File: config.mk
export PLATFORM = sky130hd
export DESIGN_NAME = conv1_seq
export DESIGN_NICKNAME = d
export VERILOG_FILES = /design/src/rtl/conv1_seq_pkg.sv /design/src/rtl/conv1_img_buf.sv /design/src/rtl/conv1_seq.sv
export SDC_FILE = /design/constraint.sdc
export NUM_CORES = 1
export LEC_CHECK = 0
export CORE_MARGIN = 3
export CORE_UTILIZATION = 35
export CTS_CLUSTER_DIAMETER = 100
export CTS_CLUSTER_SIZE = 10
export DETAILED_ROUTE_END_ITERATION = 10
export PLACE_DENSITY = 0.65
export SLEW_MARGIN = 0
export SYNTH_ARGS = -nofsm -noshare
export SYNTH_HDL_FRONTEND = slang
export SYNTH_SLANG_ARGS = --single-unit
File: constraint.sdc
create_clock -name clk_i -period 5.66 [get_ports clk_i]
set_clock_uncertainty 0.15 [all_clocks]
set_input_delay 1.415 -clock clk_i [delete_from_list [all_inputs] [get_ports clk_i]]
set_output_delay 1.415 -clock clk_i [all_outputs]
set_load 0.05 [all_outputs]
File: src/rtl/conv1_seq_pkg.sv
// Shared definitions for the conv1 sequencer.
//   state_t   : sequencer FSM states (IDLE, LOAD, CLR, ACC, CAP, OUT)
//   KSIZE     : convolution kernel edge (3)
//   POOL      : max-pool window edge, also the pixel stride between windows (3)
//   NTAP      : kernel taps per window, also the number of pool lanes (9)
//   CMP_W     : width of the signed pooled result (6)
//   W_W       : width of one signed weight (8)
package conv1_seq_pkg;

    localparam int KSIZE = 3;
    localparam int POOL  = 3;
    localparam int NTAP  = 9;
    localparam int CMP_W = 6;
    localparam int W_W   = 8;

    typedef enum logic [2:0] {
        ST_IDLE = 3'd0,
        ST_LOAD = 3'd1,
        ST_CLR  = 3'd2,
        ST_ACC  = 3'd3,
        ST_CAP  = 3'd4,
        ST_OUT  = 3'd5
    } state_t;

endpackage

File: src/rtl/conv1_img_buf.sv
// Binarized image buffer for the conv1 sequencer.
// Purpose: holds one IMG_H x IMG_W bit image written a row at a time and
// presents, for window (py,px) and kernel tap t, the 9 pool-lane pixels.
// Ports:
//   clk_i  : clock
//   we     : row write strobe
//   waddr  : row index to write
//   wdata  : row pixels, bit x = column x
//   py, px : pooling window coordinates
//   tap    : kernel tap index 0..8, (ky,kx) = (tap/3, tap%3)
//   lanes  : lanes[j] = img[3py+j/3+ky][3px+j%3+kx]
module conv1_img_buf
    import conv1_seq_pkg::*;
#(
    parameter int IMG_W = 8,
    parameter int IMG_H = 8,
    parameter int AW    = 3,
    parameter int PYW   = 2,
    parameter int PXW   = 2
) (
    input  logic             clk_i,
    input  logic             we,
    input  logic [AW-1:0]    waddr,
    input  logic [IMG_W-1:0] wdata,
    input  logic [PYW-1:0]   py,
    input  logic [PXW-1:0]   px,
    input  logic [3:0]       tap,
    output logic [NTAP-1:0]  lanes
);

    localparam int CW = $clog2(IMG_W);

    // Contents need no reset: every frame rewrites all rows before use.
    logic [IMG_W-1:0] mem [IMG_H];

    always_ff @(posedge clk_i) begin
        if (we) begin
            mem[waddr] <= wdata;
        end
    end

    logic [3:0] ky;
    logic [3:0] kx;

    always_comb begin
        ky = tap / 4'(KSIZE);
        kx = tap % 4'(KSIZE);
    end

    // One lane per pixel of the pool window; all lanes see the same tap.
    generate
        for (genvar gi = 0; gi < NTAP; gi++) begin : g_lane
            localparam int DY = gi / POOL;
            localparam int DX = gi % POOL;
            logic [AW-1:0] row;
            logic [CW-1:0] col;
            assign row       = AW'(POOL * int'(py) + DY + int'(ky));
            assign col       = CW'(POOL * int'(px) + DX + int'(kx));
            assign lanes[gi] = mem[row][col];
        end
    endgenerate

endmodule

File: src/rtl/conv1_seq.sv
// Upstream sequencer for the binary conv1 (3x3 conv + 3x3 max-pool) datapath.
// Buffers one binarized image, holds the 9 conv weights, steps conv1 through
// CLR / 9 accumulate taps / capture for every pooling window, and streams the
// pooled 6-bit results out on a valid/ready port in raster order.
// Configuration macro: CONV1_SEQ_RELU_EN -- when defined, negative pooled
// results are clamped to zero at capture; otherwise they pass unmodified.
// Ports:
//   clk_i, rst            : clock, synchronous active-high reset
//   start, busy, done     : frame control / status (done = 1-cycle pulse)
//   row_valid/ready/data  : image row input, rows top to bottom
//   w_we, w_addr, w_data  : weight write port (IDLE only, addr 0..8)
//   conv_rst/we/and/sel   : conv1 control
//   conv_a, conv_w        : conv1 pixel lanes and packed weights
//   conv_cmp              : pooled result returned by conv1
//   out_valid/ready/data/last : result stream
module conv1_seq
    import conv1_seq_pkg::*;
#(
    parameter int IMG_W = 8,
    parameter int IMG_H = 8
) (
    input  logic                    clk_i,
    input  logic                    rst,
    input  logic                    start,
    output logic                    busy,
    output logic                    done,
    input  logic                    row_valid,
    output logic                    row_ready,
    input  logic [IMG_W-1:0]        row_data,
    input  logic                    w_we,
    input  logic [3:0]              w_addr,
    input  logic [W_W-1:0]          w_data,
    output logic                    conv_rst,
    output logic                    conv_we,
    output logic                    conv_and,
    output logic [3:0]              conv_sel,
    output logic [NTAP-1:0]         conv_a,
    output logic [NTAP*W_W-1:0]     conv_w,
    input  logic signed [CMP_W-1:0] conv_cmp,
    output logic                    out_valid,
    input  logic                    out_ready,
    output logic signed [CMP_W-1:0] out_data,
    output logic                    out_last
);

    localparam int PW  = (IMG_W - KSIZE + 1) / POOL;
    localparam int PH  = (IMG_H - KSIZE + 1) / POOL;
    localparam int AW  = $clog2(IMG_H);
    localparam int PYW = $clog2(PH + 1);
    localparam int PXW = $clog2(PW + 1);

    state_t                   state_reg;
    state_t                   state_next;
    logic [AW-1:0]            row_cnt_reg;
    logic [PYW-1:0]           py_reg;
    logic [PXW-1:0]           px_reg;
    logic [3:0]               tap_reg;
    logic signed [CMP_W-1:0]  out_data_reg;
    logic                     done_reg;
    logic [W_W-1:0]           w_regs [NTAP];
    logic [NTAP-1:0]          lanes;
    logic                     row_beat;
    logic                     row_last;
    logic                     win_last;

    assign row_beat = row_valid && (state_reg == ST_LOAD);
    assign row_last = (row_cnt_reg == AW'(IMG_H - 1));
    assign win_last = (py_reg == PYW'(PH - 1)) && (px_reg == PXW'(PW - 1));

    conv1_img_buf #(
        .IMG_W (IMG_W),
        .IMG_H (IMG_H),
        .AW    (AW),
        .PYW   (PYW),
        .PXW   (PXW)
    ) u_img_buf (
        .clk_i (clk_i),
        .we    (row_beat),
        .waddr (row_cnt_reg),
        .wdata (row_data),
        .py    (py_reg),
        .px    (px_reg),
        .tap   (tap_reg),
        .lanes (lanes)
    );

    // ---------------- FSM: state register ----------------
    always_ff @(posedge clk_i) begin
        if (rst) begin
            state_reg <= ST_IDLE;
        end else begin
            state_reg <= state_next;
        end
    end

    // ---------------- FSM: next state ----------------
    always_comb begin
        state_next = state_reg;
        case (state_reg)
            ST_IDLE: if (start)                 state_next = ST_LOAD;
            ST_LOAD: if (row_beat && row_last)  state_next = ST_CLR;
            ST_CLR:                             state_next = ST_ACC;
            ST_ACC:  if (tap_reg == 4'(NTAP - 1)) state_next = ST_CAP;
            ST_CAP:                             state_next = ST_OUT;
            ST_OUT:  if (out_ready)             state_next = win_last ? ST_IDLE : ST_CLR;
            default:                            state_next = ST_IDLE;
        endcase
    end

    // ---------------- FSM: outputs ----------------
    // conv1's accumulators are also cleared while rst is held.
    always_comb begin
        busy      = 1'b1;
        row_ready = 1'b0;
        conv_rst  = rst;
        conv_we   = 1'b1;
        conv_and  = 1'b0;
        conv_sel  = '0;
        conv_a    = '0;
        out_valid = 1'b0;
        out_last  = 1'b0;
        case (state_reg)
            ST_IDLE: busy = 1'b0;
            ST_LOAD: row_ready = 1'b1;
            ST_CLR:  conv_rst = 1'b1;
            ST_ACC: begin
                conv_we  = 1'b0;
                conv_sel = tap_reg;
                conv_a   = lanes;
            end
            ST_CAP:  conv_and = 1'b1;
            ST_OUT: begin
                out_valid = 1'b1;
                out_last  = win_last;
            end
            default: ;
        endcase
    end

    // ---------------- counters and result capture ----------------
    always_ff @(posedge clk_i) begin
        if (rst) begin
            row_cnt_reg  <= '0;
            py_reg       <= '0;
            px_reg       <= '0;
            tap_reg      <= '0;
            out_data_reg <= '0;
            done_reg     <= 1'b0;
        end else begin
            done_reg <= 1'b0;
            case (state_reg)
                ST_IDLE: begin
                    row_cnt_reg <= '0;
                    py_reg      <= '0;
                    px_reg      <= '0;
                    tap_reg     <= '0;
                end
                ST_LOAD: if (row_beat) row_cnt_reg <= row_cnt_reg + 1'b1;
                ST_ACC:  tap_reg <= (tap_reg == 4'(NTAP - 1)) ? 4'd0 : tap_reg + 4'd1;
                ST_CAP: begin
`ifdef CONV1_SEQ_RELU_EN
                    out_data_reg <= conv_cmp[CMP_W-1] ? '0 : conv_cmp;
`else
                    out_data_reg <= conv_cmp;
`endif
                end
                ST_OUT: begin
                    if (out_ready) begin
                        if (win_last) begin
                            done_reg <= 1'b1;
                            py_reg   <= '0;
                            px_reg   <= '0;
                        end else if (px_reg == PXW'(PW - 1)) begin
                            px_reg <= '0;
                            py_reg <= py_reg + 1'b1;
                        end else begin
                            px_reg <= px_reg + 1'b1;
                        end
                    end
                end
                default: ;
            endcase
        end
    end

    assign out_data = out_data_reg;
    assign done     = done_reg;

    // ---------------- weights ----------------
    always_ff @(posedge clk_i) begin
        if (rst) begin
            for (int k = 0; k < NTAP; k++) begin
                w_regs[k] <= '0;
            end
        end else if (w_we && (state_reg == ST_IDLE) && (w_addr < 4'(NTAP))) begin
            w_regs[w_addr] <= w_data;
        end
    end

    generate
        for (genvar gi = 0; gi < NTAP; gi++) begin : g_wpack
            assign conv_w[gi*W_W +: W_W] = w_regs[gi];
        end
    endgenerate

endmodule
# [Word-level counts from Yosys, hierarchy flattened]
# Memory sizes are Yosys's and may differ from the RTL's.
# Cells that the tools add are included.
[word_totals] reg_bits=21 ramBits=136 out_inout_bits=99 elab_cells=119 memories=2
[memory_table] name="w_regs" depth=9 word_bits=8 rd=9 rd_ports_with_merged_regs=0 write_ports=9 line="conv1_seq.sv:60" text="logic [W_W-1:0] w_regs [NTAP];"
[memory_table] name="u_img_buf.mem" depth=8 word_bits=8 rd=3 rd_ports_with_merged_regs=0 write_ports=1 line="conv1_img_buf.sv:34" text="logic [IMG_W-1:0] mem [IMG_H];"
[op_classes] addsub=14 n_mul=2 n_div=2 magnitude_cmp=4 n_eq_ne=15 muxes=56 bitwise=2 n_reduce_logical=15
[ops] op="binary-select mux 1 bit (select 3 bit)" n=9
[ops] op="2-to-1 mux 1 bit" n=25
[ops] op="adder 3 bit" n=6
[ops] op="one-hot mux 3 bit (6 select lines)" n=1
[ops] op="2-to-1 mux 3 bit" n=5
[ops] op="2-to-1 mux 2 bit" n=7
[ops] op="< comparator 3 x 4 -> 1 bit, second input constant" n=3
[ops] op="2-to-1 mux 4 bit" n=3
[ops] op="equality test 3 bit, second input constant" n=3
[ops] op="2-to-1 mux 9 bit" n=1
[ops] op="2-to-1 mux 8 bit" n=1
[ops] op="!= test 2 bit, second input constant" n=4
[ops] op="one-hot mux 2 bit (2 select lines)" n=2
[ops] op="one-hot mux 4 bit (2 select lines)" n=1
[ops] op="OR reduction 8 bit" n=1
[ops] op="adder 3 x 2 -> 3 bit, second input constant" n=2
[ops] op="adder 3 bit, second input constant" n=2
[ops] op="equality test 3 x 2 -> 1 bit, second input constant" n=2
[ops] op="multiplier 2 x 2 -> 3 bit, first input constant" n=2
[ops] op="one-hot mux 3 bit (2 select lines)" n=1
[ops] op="nonzero test 2 bit" n=3
[ops] op="logical AND 1 bit" n=5
[ops] op="adder 2 x 1 -> 2 bit, second input constant" n=2
[ops] op="adder 4 x 1 -> 4 bit, second input constant" n=1
[ops] op="other kinds (15)" n=18

# [Depth between registers and ports, before layout]
[depth] ltp_word=8 ltp_mapped=20 mapped_depth_nobuf=19

# [Cells and area by module]
# A second synthesis with hierarchy kept.
[hier_totals] cells_unflattened=601 hier_area_um2=8284.2
[by_module_without_submodules] mod="conv1_img_buf" n_inst=1 cells_per_inst=299 area_each_um2=4389.2
[by_module_without_submodules] mod="conv1_seq" n_inst=1 cells_per_inst=302 area_each_um2=3895.0

# [Worst setup path after synthesis]
# No wires, ideal clock.
[synth_path] path_kind="register to output" start="register tap_reg[3]" end="output port conv_a[4]" arrival_time_ns=5.072 setup_slack_ns=-0.977 path_stages_with_launch=18 n_path_buf=1 path_cell_list="dfxtp_1 and2b_4 ha_1 inv_1 ha_1 nand2_1 inv_2 xnor2_1 ha_1 nor3_1 xnor2_1 inv_1 ha_1 fa_1 clkbuf_1 mux4_2 nor2b_1 a211oi_1"
[synth_between] elab_chain_cells=6
[synth_lines] item="from (decl)" line="conv1_seq.sv:57" text="logic [3:0] tap_reg;"
[synth_lines] item="from (signal assigned)" line="conv1_seq.sv:159" text="ST_ACC: tap_reg <= (tap_reg == 4'(NTAP - 1)) ? 4'd0 : tap_reg + 4'd1;"
[synth_lines] item="divider 4 x 2 -> 4 bit" line="conv1_img_buf.sv:46" text="ky = tap / 4'(KSIZE);"
[synth_lines] item="adder 3 bit" line="conv1_img_buf.sv:57" text="assign row = AW'(POOL * int'(py) + DY + int'(ky));"
[synth_lines] item="memory (8 x 8 bit)"
[synth_lines] item="binary-select mux 1 bit (select 3 bit) *" line="conv1_img_buf.sv:59" text="assign lanes[gi] = mem[row][col];"
[synth_lines] item="2-to-1 mux 1 bit (implied by the code) *" line="conv1_img_buf.sv:59"
[synth_lines] item="2-to-1 mux 9 bit *" line="conv1_seq.sv:122" text="case (state_reg)"
[synth_lines] item="to (decl)" line="conv1_seq.sv:37" text="output logic [NTAP-1:0] conv_a,"
# Every way passes the cells marked *; elsewhere a longest branch is shown, timed or not. The select of a mux whose other input is x is not followed.

# [Worst setup path after layout]
[layout_path] start="register tap_reg[3]" end="output port conv_a[6]"
# Same word-level chain as after synthesis.

==> results.json <==
{
  "max_slew_margin_pct": 21.7,
  "wl_per_cell_microns": 19.9,
  "tightest_slew_ns": 1.17,
  "period_share_pct": 106,
  "preCtsSetupSlack_ns": -0.138,
  "synth_nets": 640,
  "regArea_sq_um": 4510,
  "pwr-share-comb_pct": 12.0,
  "cts_root_buf": "clkbuf_16",
  "place_congestion": 0.838,
  "largest_register_ffs": 72,
  "syn_area_sq_um": 8260,
  "fp.dieH_microns": 160,
  "cts_tree": "done",
  "p_leak_uw": 0.00417,
  "drv_cap": 0,
  "drive_gt1_share_pct": 31.3,
  "synth_edf_count": 136,
  "critPathRequiredTime_ns": 4.09,
  "grt_max_degree": 32,
  "final-max-slew-violation-count": 0,
  "path_class": "flip-flop to primary output",
  "core_sq_um": 22900,
  "hold_viol": 0,
  "portBuffers": 130,
  "io_pins": 131,
  "fin_cells": 1099,
  "firstDrtPassIters": 5,
  "num-fill-cells": 1899,
  "cts_hold_buf": 0,
  "cp-start-kind": "flip-flop",
  "violations": "setup timing",
  "dpl.hpwl_mm": 14.9,
  "cts_num_sinks": 157,
  "cp_max_fo": 7,
  "arrival_ns": 4.46,
  "p_sw_share_pct": 27.2,
  "vias_per_cell": 5.21,
  "cts_buffers": 17,
  "drtAntennaViolNets": 0,
  "peakVddDrop_uv": 186,
  "setup_violations": 9,
  "synth_ff_type": "edfxtp_1",
  "drc": 0,
  "ys_ff_latch": 157,
  "ys_warn_count": 0,
  "cts-htree-levels": 4,
  "p_int_uw": 2000,
  "p_per_area_nw_per_um2": 236,
  "clk_pin_slew_ns": 0.07,
  "die_w_microns": 160,
  "start_util_pct": 36.0,
  "grt_pass1_wl_mm": 34.1,
  "placedCellCount": 1041,
  "cp-end-kind": "primary output",
  "rsz0062_at_grt": "true",
  "ys_seq_area_share_pct": 54.5,
  "antenna_found_initial": 2,
  "grt_usage_pct": 17.1,
  "clkLatencyLatePin_ns": 0.42,
  "power.share.sequential_pct": 47.4,
  "wl_mm": 21.9,
  "synth_cells": 582,
  "grt_pass1_vias": 6020,
  "dieArea_sq_um": 25500,
  "synth.distinct_cells": 48,
  "synthArstFlopShare_pct": 0,
  "gr-total-overflow": 0,
  "run_status": "finished, violations left",
  "row_count": 55,
  "syn_area_per_cell_sq_um": 14.2,
  "areaGrowthSynthToFinish_pct": 40.9,
  "p_sw_uw": 747,
  "vias": 5724,
  "nets": 830,
  "min_period_ns": 6.03,
  "clockBufferDepth": 2,
  "min_path_type": "flip-flop to flip-flop",
  "worst_slack_ns": -0.368,
  "multi_input_area_sq_um": 4060,
  "clkPwrFrac_pct": 40.6,
  "first_iter_violations": 369,
  "timing.fmax_ghz": 0.166
}
[kinds of logic after synthesis]
family	count (synthesis)	share of synthesized area, %
AOI/OAI and AO/OA	53	4.30
xor gates and xnor gates	14	2.42
DFF	157	54.5
muxes	98	19.8
buffers and inverters	45	2.24
and+or+nand+nor	189	12.4
adders and majority gates	26	4.30
[final timing paths]
path | from | end | slack, ns | cells after the start
worst max-delay path | tap_reg[3]$_SDFFE_PP0P_ | conv_a[6] | -0.37 | 20
worst min-delay path | out_data[2]$_SDFFE_PP0P_ | out_data[2]$_SDFFE_PP0P_ | 0.35 | 2
worst max register to register | state_reg[0]$_SDFFE_PP0P_ | w_regs[4][3]$_SDFFCE_PN0P_ | 2.46 | 6
worst min register to register | out_data[2]$_SDFFE_PP0P_ | out_data[2]$_SDFFE_PP0P_ | 0.35 | 2
[final cells by class]
class                   instances  area share (%)
well taps                     313            3.36
clock buffers                  17            3.65
repair buffers                194            17.2
inverters                      22           0.752
multi-input cells             380            34.9
clock inverters                15            1.40
diodes                          1          0.0215
flip-flops and latches        157            38.7
[through the flow]
step           power [uW]  hold WS, ns  utilization (%)  instance area, sq um  TNS (ns)
2_1_floorplan        1510        0.315                -                  8340         0
3_3_place_gp         1630        0.326             45.0                 10300         0
3_5_place_dp         1640        0.341             45.0                 10300    -0.272
4_1_cts              2760        0.362             50.2                 11500     -2.50
5_1_grt              2850        0.382             50.8                 11600     -4.02
6_report             2740        0.354             50.8                 11600     -2.37
[power groups by stage]
stage	Sequential (uW)	Clock, uW	Combinational, uW
after detailed placement	1320	0	312
after CTS	1300	1140	326
after floorplan	1400	0	110
after global routing	1300	1200	348
final	1300	1110	330
after global placement	1320	0	307
[critical path: stages, from the launching register on]
cell and delay, ns:
dfxtp_2 0.33, and2b_4 0.27, ha_4 0.14, inv_4 0.04
ha_4 0.16, buf_6 0.11, nor2b_4 0.11, o22a_1 0.20
nor3_4 0.20, inv_1 0.06, ha_2 0.18, inv_2 0.05
fa_2 0.48, buf_12 0.17, buf_16 0.14, mux4_2 0.31
mux2i_4 0.18, mux2i_2 0.10, mux4_2 0.49, and2_4 0.18
buf_8 0.14
[placed cells by master (no fill, tap or decap), types with 4 or more instances in the layout]
master	instances
edfxtp_1	136
clkdlybuf4s50_1	121
and2_1	75
mux4_2	52
buf_4	46
nor2_1	36
nand2_1	24
mux2i_1	23
dfxtp_1	20
clkbuf_16	18
inv_1	17
a21oi_1	13
ha_1	12
buf_6	12
mux2i_2	11
mux2i_4	11
a22oi_1	9
buf_12	8
a22oi_2	7
nand3_1	7
xnor2_1	6
nand2b_1	6
or2_1	5
ha_4	5
ha_2	5
inv_8	5
and2_4	4
a211oi_2	4
a211oi_4	4
or2_2	4
nor3_1	4
inv_6	4
[metal layers]
metal  track usage [%]  wire length [microns]  part of all wire, %  vias to the layer above
met2              29.5                  11200                   51                      223
li1                  -                      -                    -                     2578
met1              20.6                   8460                   39                     2892
met4              3.50                    282                  1.3                        2
met3              6.46                   1890                  8.6                       29
met5                 0                     13                0.059                        -
[repair_timing]
item,in CTS,in global routing
resized for setup,82,30
endpoints found under the hold margin,0,0
setup endpoints to repair,9,9
gates cloned,4,0
pin swaps,23,19
buffers inserted,18,6
[synth_stat cells, types with 3 or more instances]
cell      number  area share [%]
fa_1           4            0.97
mux2i_1       45             5.5
edfxtp_1     136              49
o21ai_0        3            0.18
or2_2          4            0.30
ha_1          22             3.3
dfxtp_1       21             5.1
buf_2          3            0.18
buf_4          3            0.27
inv_1         20            0.91
a211oi_1      10            0.91
nand2_1       25             1.1
xnor2_1        9            0.95
a22oi_1       16             1.5
clkbuf_1      15            0.68
a21oi_1       15            0.91
nor2_1        38             1.7
and2_1        78             5.9
nand2b_1       6            0.45
nor2b_1        7            0.53
nand3_1        7            0.42
or2_1          5            0.38
nor3_1         7            0.42
mux4_2        52              14
(Power assumes the default switching activity.)
